**src/rtl/mp_adder_seq.sv**
```systemverilog
// Control sequencer for the segmented carry-save multi-precision adder:
// Montgomery iterations, carry resolution, then bounded conditional subtraction.
module mp_adder_seq #(
  parameter int N_ITER   = 512,
  parameter int N_SEG    = 5,
  parameter int MAX_PASS = 3
) (
  input  logic       clk,
  input  logic       reset,
  input  logic       start,
  input  logic       a_bit,
  input  logic       czero,
  input  logic       sub_done,
  output logic       enable_c,
  output logic       shift,
  output logic [3:0] seg,
  output logic       enable_carry,
  output logic       subtract,
  output logic [1:0] in_sel,
  output logic       a_adv,
  output logic       busy,
  output logic       done,
  output logic       overrun
);

  localparam int IW  = $clog2(N_ITER + 1);
  localparam int PWC = $clog2(MAX_PASS + 1);
  localparam int PW  = (PWC < 2) ? 2 : PWC;

  localparam logic [IW-1:0] ITER_LAST = IW'(N_ITER - 1);
  localparam logic [3:0]    SEG_LAST  = 4'(N_SEG - 1);
  localparam logic [PW-1:0] PASS_LAST = PW'(MAX_PASS - 1);

  typedef enum logic [2:0] {
    S_IDLE,
    S_ADD_B,
    S_ADD_M,
    S_SHIFT,
    S_RESOLVE,
    S_SUB,
    S_DONE
  } state_t;

  state_t        state;
  logic [IW-1:0] iter_cnt;
  logic [PW-1:0] pass_cnt;

  always_ff @(posedge clk or posedge reset) begin
    if (reset) begin
      state    <= S_IDLE;
      iter_cnt <= '0;
      pass_cnt <= '0;
      seg      <= '0;
      overrun  <= 1'b0;
    end else begin
      case (state)
        S_IDLE: begin
          if (start) begin
            state    <= S_ADD_B;
            iter_cnt <= '0;
            pass_cnt <= '0;
            seg      <= '0;
            overrun  <= 1'b0;
          end
        end
        S_ADD_B: state <= S_ADD_M;
        S_ADD_M: state <= S_SHIFT;
        S_SHIFT: begin
          iter_cnt <= iter_cnt + 1'b1;
          seg      <= '0;
          if (iter_cnt == ITER_LAST) state <= S_RESOLVE;
          else                       state <= S_ADD_B;
        end
        S_RESOLVE: begin
          if (seg == SEG_LAST) begin
            seg   <= '0;
            state <= S_SUB;
          end else begin
            seg <= seg + 1'b1;
          end
        end
        S_SUB: begin
          if (seg == SEG_LAST) begin
            // sub_done is only meaningful on the last segment of a pass
            seg      <= '0;
            pass_cnt <= pass_cnt + 1'b1;
            if (sub_done) begin
              state <= S_DONE;
            end else if (pass_cnt == PASS_LAST) begin
              state   <= S_DONE;
              overrun <= 1'b1;
            end
          end else begin
            seg <= seg + 1'b1;
          end
        end
        S_DONE:  state <= S_IDLE;
        default: state <= S_IDLE;
      endcase
    end
  end

  // Operand select follows a_bit/czero combinationally within the ADD cycles.
  always_comb begin
    enable_c     = 1'b0;
    shift        = 1'b0;
    enable_carry = 1'b0;
    subtract     = 1'b0;
    in_sel       = 2'd0;
    a_adv        = 1'b0;
    done         = 1'b0;
    case (state)
      S_ADD_B: begin
        enable_c = 1'b1;
        in_sel   = a_bit ? 2'd1 : 2'd0;
      end
      S_ADD_M: begin
        enable_c = 1'b1;
        in_sel   = czero ? 2'd2 : 2'd0;
      end
      S_SHIFT: begin
        shift = 1'b1;
        a_adv = 1'b1;
      end
      S_RESOLVE: enable_carry = 1'b1;
      S_SUB: begin
        enable_carry = 1'b1;
        subtract     = 1'b1;
      end
      S_DONE:  done = 1'b1;
      default: ;
    endcase
  end

  assign busy = (state != S_IDLE);

endmodule

```
**config.mk**
```make
export PLATFORM = sky130hd
export DESIGN_NAME = mp_adder_seq
export DESIGN_NICKNAME = d
export VERILOG_FILES = /design/src/rtl/mp_adder_seq.sv
export SDC_FILE = /design/constraint.sdc
export NUM_CORES = 1
export LEC_CHECK = 0
export CAP_MARGIN = 40
export CELL_PAD_IN_SITES_DETAIL_PLACEMENT = 1
export CELL_PAD_IN_SITES_GLOBAL_PLACEMENT = 2
export CORE_MARGIN = 3
export CORE_UTILIZATION = 28
export DETAILED_ROUTE_END_ITERATION = 6
export GPL_TIMING_DRIVEN = 0
export PLACE_DENSITY = 0.76
export SETUP_SLACK_MARGIN = 0.15
export SLEW_MARGIN = 10
export SYNTH_ARGS = -nofsm -noshare
export SYNTH_HDL_FRONTEND = slang
export SYNTH_SLANG_ARGS = --single-unit
```
**constraint.sdc**
```tcl
create_clock -name clk -period 1.6 [get_ports clk]
set_clock_uncertainty 0.05 [all_clocks]
set_input_delay 0.48 -clock clk [delete_from_list [all_inputs] [get_ports clk]]
set_output_delay 0.48 -clock clk [all_outputs]
set_load 0.02 [all_outputs]
```
=== Word-level counts from Yosys, hierarchy flattened ===
Cells that the tools add are included.

* Flip-flop bits (word level): 20
* Output and inout bits: 14
* Word-level logic and storage cells: 63

* Add/subtract/negate cells: 3
* Equal/unequal tests: 15
* Muxes and demuxes: 28
* Reductions and logical operators: 12

{| class="wikitable"
|+ Operators with widths
! cell !! count
|-
| case mux 10 bit (2 select lines) || 1
|-
| 2-to-1 mux 3 bit || 6
|-
| case mux 3 bit (6 select lines) || 1
|-
| case mux 4 bit (3 select lines) || 1
|-
| adder 10 x 1 -> 10 bit (second input constant) || 1
|-
| equality test 10 x 9 -> 1 bit (second input constant) || 1
|-
| 2-to-1 mux 1 bit || 10
|-
| 2-to-1 mux 10 bit || 1
|-
| != test 2 bit (second input constant) || 5
|-
| equality test 3 bit (second input constant) || 3
|-
| 2-to-1 mux 4 bit || 2
|-
| case mux 2 bit (2 select lines) || 2
|-
| equality test 3 x 2 -> 1 bit (second input constant) || 2
|-
| 2-to-1 mux 2 bit || 3
|-
| nonzero test 3 bit || 2
|-
| AND reduction 5 bit || 1
|-
| adder 4 x 1 -> 4 bit (second input constant) || 1
|-
| equality test 4 x 3 -> 1 bit (second input constant) || 1
|-
| AND reduction 2 bit || 2
|-
| AND reduction 4 bit || 1
|-
| nonzero test 2 bit || 2
|-
| OR reduction 2 bit || 2
|-
| equality test 3 x 1 -> 1 bit (second input constant) || 1
|-
| zero test 3 bit || 1
|-
| other kinds (5) || 5
|}

=== Depth between registers and ports, before layout ===
Gate-level depths: netlist of the first run.

* Word-level depth: 5
* Gate-level depth with buffers: 6

=== Worst setup path after synthesis of the first run ===
Ideal clock, no wire load.

* Path kind: reg2out
* Start: register state[2]
* End: output in_sel[1]
* Arrival: 1225 ps
* Required time: 1070 ps
* Setup slack: -155 ps
* Stages on the path, launching flop included: 4
* Path buffers: 1
* Cells stage by stage: dfrtp_1 > buf_2 > nand2b_1 > nor3b_1

* Word-level cells in the longest chain between the ends: 2
* Elaborated cells between the ends (all ways): 3
* Classes of those cells: eq/ne (2); mux (1)

{| class="wikitable"
|+ Ends and longest elaborated chain
! item !! RTL line !! text
|-
| start: declaration || 44 || <nowiki>state_t state;</nowiki>
|-
| start signal: assignment || 50 || <nowiki>state <= S_IDLE;</nowiki>
|-
| start signal: assignment || 59 || <nowiki>state <= S_ADD_B;</nowiki>
|-
| start signal: assignment || 66 || <nowiki>S_ADD_B: state <= S_ADD_M;</nowiki>
|-
| equality test 3 x 2 -> 1 bit or equality test 3 x 1 -> 1 bit (tied branches) || 112 || <nowiki>case (state)</nowiki>
|-
| case mux 2 bit (2 select lines) * || 112 ||
|-
| end: declaration || 19 || <nowiki>output logic [1:0] in_sel,</nowiki>
|}

Every way passes the cells marked *; elsewhere a longest branch is shown, timed or not.

=== Final worst setup path of the first run ===
* Start: register state[1]
* End: output busy

* Word-level cells in the longest chain between the ends: 1

{| class="wikitable"
|+ Ends and longest elaborated chain
! item !! RTL line !! text
|-
| nonzero test 3 bit || 135 || <nowiki>assign busy = (state != S_IDLE);</nowiki>
|-
| end: declaration || 21 || <nowiki>output logic busy,</nowiki>
|}

Every way passes these cells.

==> impl_metrics.py, run 1 <==
metrics = {
    "status": {
        "status": "finished, violations left",
        "violations": "negative setup slack",
    },
    "die": {
        "initial_core_util": 0.300,
        "chipWidth_um": 69.8,
        "pin_count": 20,
        "placementRows": 22,
        "core_area_mm2": 0.00380,
        "dieArea_mm2": 0.00487,
        "die_h_um": 69.8,
    },
    "timing": {
        "final.setup.worst_slack_ns": -0.249,
        "hold_violations": 0,
        "final-max-slew-violation-count": 0,
        "period_needed_ns": 1.85,
        "finalSetupViolCount": 22,
        "worst_pin_slew_ns": 0.819,
        "fmax_ghz": 0.541,
        "slew_headroom": 0.453,
        "rsz0062_at_grt": "true",
        "hold_slack_ns": 0.457,
        "finalCritPeriodShare": 1.16,
    },
    "yosys": {
        "synth_common_cells": "dfrtp_1, nand2_1, o21ai_1, nand3_1",
        "synth_seq_area_share": 0.440,
        "synth_ff_type": "dfrtp_1",
        "synthArstFlopShare": 1.00,
        "synth_edf_count": 0,
        "syn_area_mm2": 0.00114,
        "synth_top_area_share": 0.440,
        "yosysMostFrequentCell": "dfrtp_1",
        "syn_inst": 122,
        "synth_area_leaders": "dfrtp_1, o21ai_1, nand2_1",
        "synth_top_area_cell": "dfrtp_1",
        "syn_area_per_cell_um2": 9.33,
        "ys_types": 37,
        "synth_nets": 132,
        "yosys_warnings": 0,
        "synth-seq-cells": 20,
    },
    "global_routing": {
        "grt_max_degree": 21,
        "antenna_found_initial": 0,
        "grt.overflow.total": 0,
        "grt_pass1_wl_um": 5920,
        "grt_usage": 0.148,
        "grt_pass1_vias": 1187,
    },
    "pwr": {
        "switchingPower_mw": 1.14,
        "swShare": 0.371,
        "peakVddDrop_mv": 0.532,
        "power.leakage_nw": 0.933,
        "intPower_mw": 1.93,
        "seq_power_share": 0.221,
        "clockPowerShare": 0.168,
        "comb_power_share": 0.612,
        "power_mw": 3.08,
        "powerDensity_mw_per_mm2": 1540,
    },
    "setup_path": {
        "worstPathArrival_ns": 1.32,
        "endpoint_kind": "primary output",
        "worstSetupPathType": "reg -> out",
        "path_max_fanout": 6,
        "cp.required_ns": 1.07,
        "crit_path_start_kind": "flip-flop",
    },
    "hold_path": {
        "hp-class": "reg -> reg",
    },
    "route": {
        "drt_iter0_markers": 32,
        "ant_nets": 0,
        "drt_wl_total_um": 3890,
        "drc_errors": 0,
        "drt-pass1-iter-count": 4,
        "viasPerCell": 4.89,
        "route.detailed.wl_per_inst_um": 17.1,
        "vias": 1115,
    },
    "clock_tree": {
        "clock_sinks": 20,
        "clk_path_buf_depth": 2,
        "clkTransAtPathRegs_ns": 0.08,
        "htreeDepth": 1,
        "cts_tree": "built",
        "hold_buffers": 0,
        "cts-root-buf": "clkbuf_8",
        "clk_latency_ns": 0.26,
        "cts_buffers": 3,
    },
    "cells_and_area": {
        "antenna_cells": 0,
        "nets": 191,
        "drive_gt1_frac": 0.578,
        "final_area_mm2": 0.00199,
        "area_growth_pct": 75.2,
    },
    "place": {
        "gp_congestion": 0.708,
        "port_buffers": 19,
        "hpwl_um": 2060,
        "placed_area_mm2": 0.00142,
    },
    "job": {
        "maxCapViolCount": 0,
    },
}
## power by group through the flow
stage / logic, mW / clock network (mW) / registers, mW
finish: 1.88 / 0.516 / 0.679
global route: 2.00 / 0.549 / 0.690
CTS: 1.55 / 0.523 / 0.657
detailed placement: 0.985 / 0 / 0.680
global placement: 0.966 / 0 / 0.671
floorplan: 0.694 / 0 / 0.651
## through the flow
step	setup WS (ns)	setup TNS, ns	util	cells
final	-0.249	-2.22	0.525	228
after global routing	-0.285	-3.56	0.525	228
after CTS	-0.254	-1.82	0.466	215
after global placement	-0.648	-9.19	0.375	189
after detailed placement	-0.644	-9.75	0.375	189
after floorplan	0.0413	0	-	122
## what timing repair did
item                                    in CTS  in global routing
endpoints found under the setup margin      32                 29
buffers inserted                            22                 13
resized for setup                          103                 35
pin swaps                                   16                  9
## layout make-up
type                    count  area, um^2
fillers                   413        1800
multi-input cells          88         768
flip-flops and latches     20         502
repair buffers             54         482
plain buffers               6        76.3
well taps                  48        60.1
clock buffers               3        41.3
inverters                   8        35.0
clock inverters             1        30.0
## worst paths after layout
kind | from | endpoint | slack (ns) | cells past startpoint
setup / recovery | state[1]$_DFFE_PP0P_ | busy | -0.25 | 3
hold / removal | pass_cnt[0]$_DFFE_PP0P_ | pass_cnt[0]$_DFFE_PP0P_ | 0.46 | 1
setup reg to reg | state[0]$_DFFE_PP0P_ | iter_cnt[4]$_DFFE_PP0P_ | -0.13 | 6
hold reg to reg | pass_cnt[0]$_DFFE_PP0P_ | pass_cnt[0]$_DFFE_PP0P_ | 0.46 | 1
max in group asynchronous | reset | seg[0]$_DFFE_PP0P_ | 0.31 | 2
min in group asynchronous | reset | iter_cnt[7]$_DFFE_PP0P_ | 0.62 | 2
## metal layers
| layer | global-route usage | vias up | routed length [um] |
|---|---|---|---|
| met5 | 0 | - | 0 |
| met4 | 0.0404 | 0 | 9 |
| met3 | 0.0203 | 2 | 81 |
| met2 | 0.250 | 11 | 2060 |
| met1 | 0.198 | 560 | 1750 |
| li1 | - | 542 | - |
## registers in the layout, indices dropped and copies added (netlist names)
register  flops
state         3
iter_cnt     10
pass_cnt      2
seg           4
overrun       1
## placed cells by master (no fill, tap or decap), types with 2 or more instances in the layout
master / Yosys / layout
nand2_1: 16 / 8
dlygate4sd2_1: 0 / 2
nand2b_4: 0 / 2
clkbuf_8: 0 / 3
nor2_1: 6 / 3
buf_2: 4 / 4
nand4_1: 3 / 3
and2_4: 1 / 2
nand3_2: 0 / 2
xor2_1: 2 / 2
inv_2: 2 / 3
nand2_4: 0 / 2
mux2i_1: 5 / 5
o21ai_1: 12 / 8
clkdlybuf4s50_1: 0 / 3
o21ai_2: 1 / 4
buf_4: 1 / 27
buf_12: 0 / 2
nand3_1: 10 / 7
buf_6: 1 / 22
dfrtp_1: 20 / 19
ha_1: 4 / 2
nor2_2: 0 / 2
inv_1: 6 / 4
nor3_4: 0 / 2
nand2_2: 0 / 6
## cell families after synthesis
logic type                 Yosys count  synth area share
AOI/OAI and AO/OA                   23             0.130
xor gates and xnor gates             3            0.0231
adders and majority gates            4            0.0440
buffers and inverters               14            0.0604
DFF                                 20             0.440
muxes                                5            0.0440
and+or+nand+nor                     53             0.259
## critical path, cell delays in order (launching register included)
cell and delay, ns:
dfrtp_1 0.40, buf_6 0.14, or3_4 0.38, buf_6 0.14
Power figures use the tool's default switching activity.
==> run 2, diff against run 1 <==
ABC_AREA = 1   (was not set)
CORE_UTILIZATION = 27   (was 28)
PLACE_DENSITY = 0.77   (was 0.76)
SKIP_LAST_GASP = 1   (was not set)
==> run 2 against run 1 <==
  * The flow still finishes with violations (negative setup slack)
  * Critical endpoint is now in_sel[0]
  * Flip-flop and latch count did not move
  * Clock power is 22% lower
  * Largest power group unchanged
  * Critical path type unchanged
  * Setup slack better by 0.081 ns
  * Sequential power barely moved
  * Core utilization down 6.8 points
  * Largest cell class unchanged
  * Cell count is 13% higher
  * Maximum frequency rose by 4.6%
==> impl_metrics.py, run 2 <==
metrics = {
    "status": {
        "status": "finished, violations left",
        "violations": "negative setup slack",
    },
    "setup_path": {
        "cpPeakStageDelay_ns": 0.45,
        "endpoint_kind": "primary output",
        "worstPathArrival_ns": 1.24,
        "crit_buf_inv": 2,
        "cp.required_ns": 1.07,
        "rrSetupSlack_ns": 0,
        "worstSetupPathType": "reg -> out",
        "cpLargestDelayFamily": "flip-flops",
        "path_cells": "buf_6 -> nor2_4 -> nand2_4 -> nor2_4 -> buf_6",
        "cp.depth": 5,
        "critical_path.slowest_cell": "dfrtp_2",
        "path_max_fanout": 3,
        "crit_path_start_kind": "flip-flop",
        "reg2reg_depth": 11,
    },
    "place": {
        "place_ws_ns": -0.650,
        "dpl.cell_count": 223,
        "hpwl_um": 2200,
        "port_buffers": 19,
        "gp_congestion": 0.767,
    },
    "clock_tree": {
        "clk_path_buf_depth": 2,
        "cts-root-buf": "clkbuf_8",
        "cts_tree": "built",
        "htreeDepth": 1,
        "cts_buffers": 3,
        "clock_sinks": 20,
        "clkTransAtPathRegs_ns": 0.08,
        "clk_latency_ns": 0.26,
    },
    "cells_and_area": {
        "final_common_cell": "nand2_1",
        "drive_gt1_frac": 0.449,
        "area_growth_pct": 57.6,
        "antenna_cells": 0,
        "largest_reg_flops": 10,
        "stdcell_count": 257,
        "largest_register": "iter_cnt",
        "nets": 218,
        "final_cell_mix": "nand2_1, buf_4, inv_1",
        "reg_top3": "iter_cnt: 10 flops, seg: 4 flops, state: 3 flops",
        "fillCellCount": 500,
    },
    "timing": {
        "final.setup.worst_slack_ns": -0.168,
        "finalSetupViolCount": 9,
        "period_needed_ns": 1.77,
        "worst_pin_slew_ns": 0.484,
        "final-max-slew-violation-count": 0,
        "hold_violations": 0,
        "hold_slack_ns": 0.439,
        "fmax_ghz": 0.566,
        "slew_headroom": 0.677,
        "finalCritPeriodShare": 1.11,
        "rsz0062_at_grt": "true",
    },
    "pwr": {
        "powerDensity_mw_per_mm2": 1310,
        "switchingPower_mw": 1.01,
        "swShare": 0.409,
        "clockPowerShare": 0.161,
        "peakVddDrop_mv": 0.576,
        "power.leakage_nw": 0.944,
        "comb_power_share": 0.564,
        "intPower_mw": 1.47,
        "seq_power_share": 0.274,
    },
    "yosys": {
        "synth_edf_count": 0,
        "ys_types": 23,
        "synth-seq-cells": 20,
        "yosys_warnings": 0,
        "synth_common_cells": "nand2_1, inv_1, dfrtp_1, nand3_1, nor2_1",
        "syn_inst": 154,
        "syn_area_mm2": 0.00120,
        "synth_ff_type": "dfrtp_1",
        "synth_top_area_share": 0.417,
        "synth_top_area_cell": "dfrtp_1",
        "synthArstFlopShare": 1.00,
        "synth_seq_area_share": 0.417,
        "syn_area_per_cell_um2": 7.80,
        "synth_area_leaders": "dfrtp_1, nand2_1, inv_1",
        "yosysMostFrequentCell": "nand2_1",
        "synth_nets": 164,
    },
    "global_routing": {
        "grt_pass1_wl_um": 5530,
        "grt.overflow.total": 0,
        "grt_max_degree": 21,
        "grt_usage": 0.131,
        "grt_pass1_vias": 1279,
        "antenna_found_initial": 0,
    },
    "route": {
        "drt-pass1-iter-count": 4,
        "route.detailed.wl_per_inst_um": 13.6,
        "drt_wl_total_um": 3500,
        "drt_iter0_markers": 38,
        "viasPerCell": 4.79,
        "drc_errors": 0,
        "vias": 1231,
        "ant_nets": 0,
    },
    "die": {
        "dieArea_mm2": 0.00529,
        "die_h_um": 72.7,
        "pin_count": 20,
        "core_area_mm2": 0.00414,
        "initial_core_util": 0.290,
        "placementRows": 23,
        "chipWidth_um": 72.7,
    },
    "hold_path": {
        "hp-class": "reg -> reg",
        "holdPathStages": 1,
    },
    "job": {
        "maxCapViolCount": 0,
    },
}
run 2: changes by cell type in the layout (fill, tap and decap cells not counted), sizes merged, moves of 4 or more:
cell,before,now
nor2,6,17
a21oi,1,5
buf,55,45
nand2,16,33
mux2i,5,0
nand2b,4,0
nand3,10,20
inv,7,28
run 2: kinds of logic (layout without fill, tap and decap cells):
family	Yosys count	count (layout)	synth area share
AOI/OAI and AO/OA	22	22	0.0938
and+or+nand+nor	77	77	0.340
adders and majority gates	4	4	0.0417
xor gates and xnor gates	1	1	0.00729
DFF	20	20	0.417
buffers and inverters	30	83	0.101
run 2: final timing paths:
| path | startpoint | to |
|---|---|---|
| max | state[1]$_DFFE_PP0P_ | in_sel[0] |
| max reg2reg | state[1]$_DFFE_PP0P_ | state[0]$_DFFE_PP0P_ |
| min | pass_cnt[0]$_DFFE_PP0P_ | pass_cnt[0]$_DFFE_PP0P_ |
| max in group asynchronous | reset | state[0]$_DFFE_PP0P_ |
| min in group asynchronous | reset | iter_cnt[0]$_DFFE_PP0P_ |
| min reg2reg | pass_cnt[0]$_DFFE_PP0P_ | pass_cnt[0]$_DFFE_PP0P_ |
run 2: area by class of cell:
cell class | count | area [um^2] | area share
plain buffers | 1 | 11.3 | 0.00595
inverters | 29 | 133 | 0.0701
repair buffers | 49 | 429 | 0.227
flip-flops and latches | 20 | 505 | 0.267
clock buffers | 4 | 55.1 | 0.0291
well taps | 50 | 62.6 | 0.0330
multi-input cells | 104 | 697 | 0.368
run 2: power by group through the flow:
stage | Sequential, mW | Combinational [mW] | Clock (mW)
after detailed placement | 0.702 | 0.885 | 0
after global placement | 0.698 | 0.869 | 0
after floorplan | 0.681 | 0.614 | 0
final | 0.681 | 1.40 | 0.400
after CTS | 0.676 | 1.16 | 0.406
after global routing | 0.692 | 1.52 | 0.439
run 2: per-layer routing:
metal	share of wire	track usage	vias up
li1	-	-	601
met2	0.52	0.228	22
met3	0.033	0.0275	7
met1	0.43	0.160	601
met5	0	0	-
met4	0.017	0.0430	0
run 2: repair_timing:
| action | in CTS | in global routing |
|---|---|---|
| endpoints found under the hold margin | 0 | 0 |
| gates resized for setup | 86 | 32 |
| setup endpoints to repair | 21 | 29 |
| setup buffers | 16 | 14 |
| pin swaps | 6 | 8 |
| hold buffers | 0 | 0 |
run 2: worst reg2reg max path: stages (launching register included):
cell     delay (ns)
dfrtp_2        0.45
buf_4          0.15
buf_4          0.14
nor2_4         0.11
buf_6          0.11
buf_6          0.08
buf_6          0.10
nand3_2        0.07
nand2_2        0.09
nor2_1         0.05
nand3_1        0.06
nand2_1        0.05
run 2: stage by stage:
stage	instance area, um^2	TNS, ns	util	power [mW]
2_1_floorplan	1230	0	-	1.30
3_3_place_gp	1480	-5.29	0.358	1.57
3_5_place_dp	1480	-6.01	0.358	1.59
4_1_cts	1680	-0.892	0.405	2.25
5_1_grt	1890	-1.76	0.457	2.65
6_report	1890	-1.12	0.457	2.48
==> run 3, diff against run 2 <==
ABC_AREA = not set   (was 1)
CORE_UTILIZATION = 28   (was 27)
PLACE_DENSITY = 0.76   (was 0.77)
==> run 3 against run 2 <==
  * The run still ends with negative setup slack left
  * First-iteration DRC count decreased by 68%
  * Die area decreased by 7.9%
  * Flip-flop and latch count unchanged
  * Core utilization increased by 5.8 points
  * Routed wire length increased by 6.6%
  * Via count decreased by 9.7%
  * Cell count decreased by 12%
  * Register-to-register slack got worse by 0.13 ns
  * Combinational power increased by 29%
  * Non-clock buffer count increased by 8
  * Setup slack got worse by 0.091 ns
==> impl_metrics.py, run 3 (same netlist as run 1, synthesis figures left out) <==
metrics = {
    "route": {
        "drc_errors": 0,
        "ant_nets": 0,
        "drt-pass1-iter-count": 4,
        "vias": 1111,
        "route.detailed.wl_per_inst_um": 16.5,
        "viasPerCell": 4.92,
        "drt_wl_total_um": 3730,
        "drt_iter0_markers": 12,
    },
    "global_routing": {
        "grt_usage": 0.146,
        "met1_usage": 0.195,
        "grt.busiest_layer": "met2",
        "grt_pass1_wl_um": 5910,
        "grt.overflow.total": 0,
        "antenna_found_initial": 0,
        "grtUsageMet3": 0.0203,
        "grt_max_degree": 21,
        "grt_pass1_vias": 1193,
        "met2_usage": 0.244,
    },
    "cells_and_area": {
        "antenna_cells": 0,
        "largest_reg_flops": 10,
        "area_growth_pct": 71.6,
        "nets": 189,
        "reg_top3": "iter_cnt: 10 flops, seg: 4 flops, state: 3 flops",
        "final_common_cell": "buf_4",
        "final_cell_mix": "buf_4, dfrtp_1, buf_6",
        "final_area_mm2": 0.00195,
        "largest_register": "iter_cnt",
        "drive_gt1_frac": 0.573,
    },
    "timing": {
        "hold_violations": 0,
        "hold_slack_ns": 0.459,
        "fmax_ghz": 0.538,
        "slew_headroom": 0.468,
        "period_needed_ns": 1.86,
        "timing.setup.tns_ns": -2.18,
        "finalSetupViolCount": 22,
        "final.setup.worst_slack_ns": -0.259,
        "rsz0062_at_grt": "true",
        "finalCritPeriodShare": 1.16,
        "worst_pin_slew_ns": 0.797,
        "final-max-slew-violation-count": 0,
    },
    "setup_path": {
        "cp.required_ns": 1.07,
        "crit_path_start_kind": "flip-flop",
        "worstPathArrival_ns": 1.33,
        "path_max_fanout": 6,
        "endpoint_kind": "primary output",
        "worstSetupPathType": "reg -> out",
    },
    "die": {
        "placementRows": 22,
        "core_area_mm2": 0.00380,
        "pin_count": 20,
        "dieArea_mm2": 0.00487,
        "chipWidth_um": 69.8,
        "die_h_um": 69.8,
        "initial_core_util": 0.300,
    },
    "place": {
        "port_buffers": 19,
        "hpwl_um": 2060,
        "placed_area_mm2": 0.00142,
        "gp_congestion": 0.708,
    },
    "pwr": {
        "power.leakage_nw": 0.919,
        "powerDensity_mw_per_mm2": 1530,
        "peakVddDrop_mv": 0.522,
    },
    "clock_tree": {
        "cts_tree": "built",
        "htreeDepth": 1,
        "hold_buffers": 0,
        "cts-root-buf": "clkbuf_8",
        "clk_latency_ns": 0.26,
        "clk_path_buf_depth": 2,
        "clock_sinks": 20,
        "cts_buffers": 3,
        "clkTransAtPathRegs_ns": 0.08,
    },
    "job": {
        "maxCapViolCount": 0,
    },
    "hold_path": {
        "hp-class": "reg -> reg",
    },
    "status": {
        "violations": "negative setup slack",
        "status": "finished, violations left",
    },
}
==> run 3: metal layers <==
| metal | vias to the layer above | wire (um) |
|---|---|---|
| li1 | 534 | - |
| met2 | 13 | 1990 |
| met4 | 0 | 9 |
| met1 | 562 | 1660 |
| met3 | 2 | 63 |
| met5 | - | 0 |
==> run 3: worst paths after layout <==
check                      slack, ns                    start  cells past startpoint                 endpoint
setup / recovery               -0.26     state[1]$_DFFE_PP0P_                      3                     busy
hold / removal                  0.46  pass_cnt[0]$_DFFE_PP0P_                      1  pass_cnt[0]$_DFFE_PP0P_
setup reg to reg               -0.13     state[0]$_DFFE_PP0P_                      6  iter_cnt[4]$_DFFE_PP0P_
hold reg to reg                 0.46  pass_cnt[0]$_DFFE_PP0P_                      1  pass_cnt[0]$_DFFE_PP0P_
max in group asynchronous       0.34                    reset                      2       seg[0]$_DFFE_PP0P_
min in group asynchronous       0.62                    reset                      2  pass_cnt[1]$_DFFE_PP0P_
==> run 3: area by class of cell <==
type,count,area [um^2]
clock buffers,3,41.3
repair buffers,52,442
multi-input cells,88,768
flip-flops and latches,20,502
fillers,410,1840
well taps,48,60.1
clock inverters,1,30.0
inverters,8,35.0
plain buffers,6,76.3
==> run 3: worst max-delay path, cell delays in order, from the launching register on <==
cell and delay, ns:
dfrtp_1 0.41, buf_6 0.14, or3_4 0.38, buf_6 0.14
==> run 3: metrics by stage <==
| stage | std cells | total power, mW | setup slack, ns | util |
|---|---|---|---|---|
| floorplan | 122 | 1.35 | 0.0413 | - |
| global placement | 189 | 1.64 | -0.648 | 0.375 |
| detailed placement | 189 | 1.67 | -0.644 | 0.375 |
| CTS | 215 | 2.71 | -0.254 | 0.464 |
| global route | 226 | 3.16 | -0.302 | 0.514 |
| finish | 226 | 2.99 | -0.259 | 0.514 |
==> run 3: report_power, final <==
part,switching [mW],internal (mW)
Combinational,0.834,0.965
Clock,0.182,0.334
Sequential,0.0972,0.582
Total,1.11,1.88
==> run 3: what timing repair did <==
action	in CTS	in global routing
setup buffers	22	11
pin swaps	14	10
setup endpoints to repair	32	29
gates resized for setup	100	30
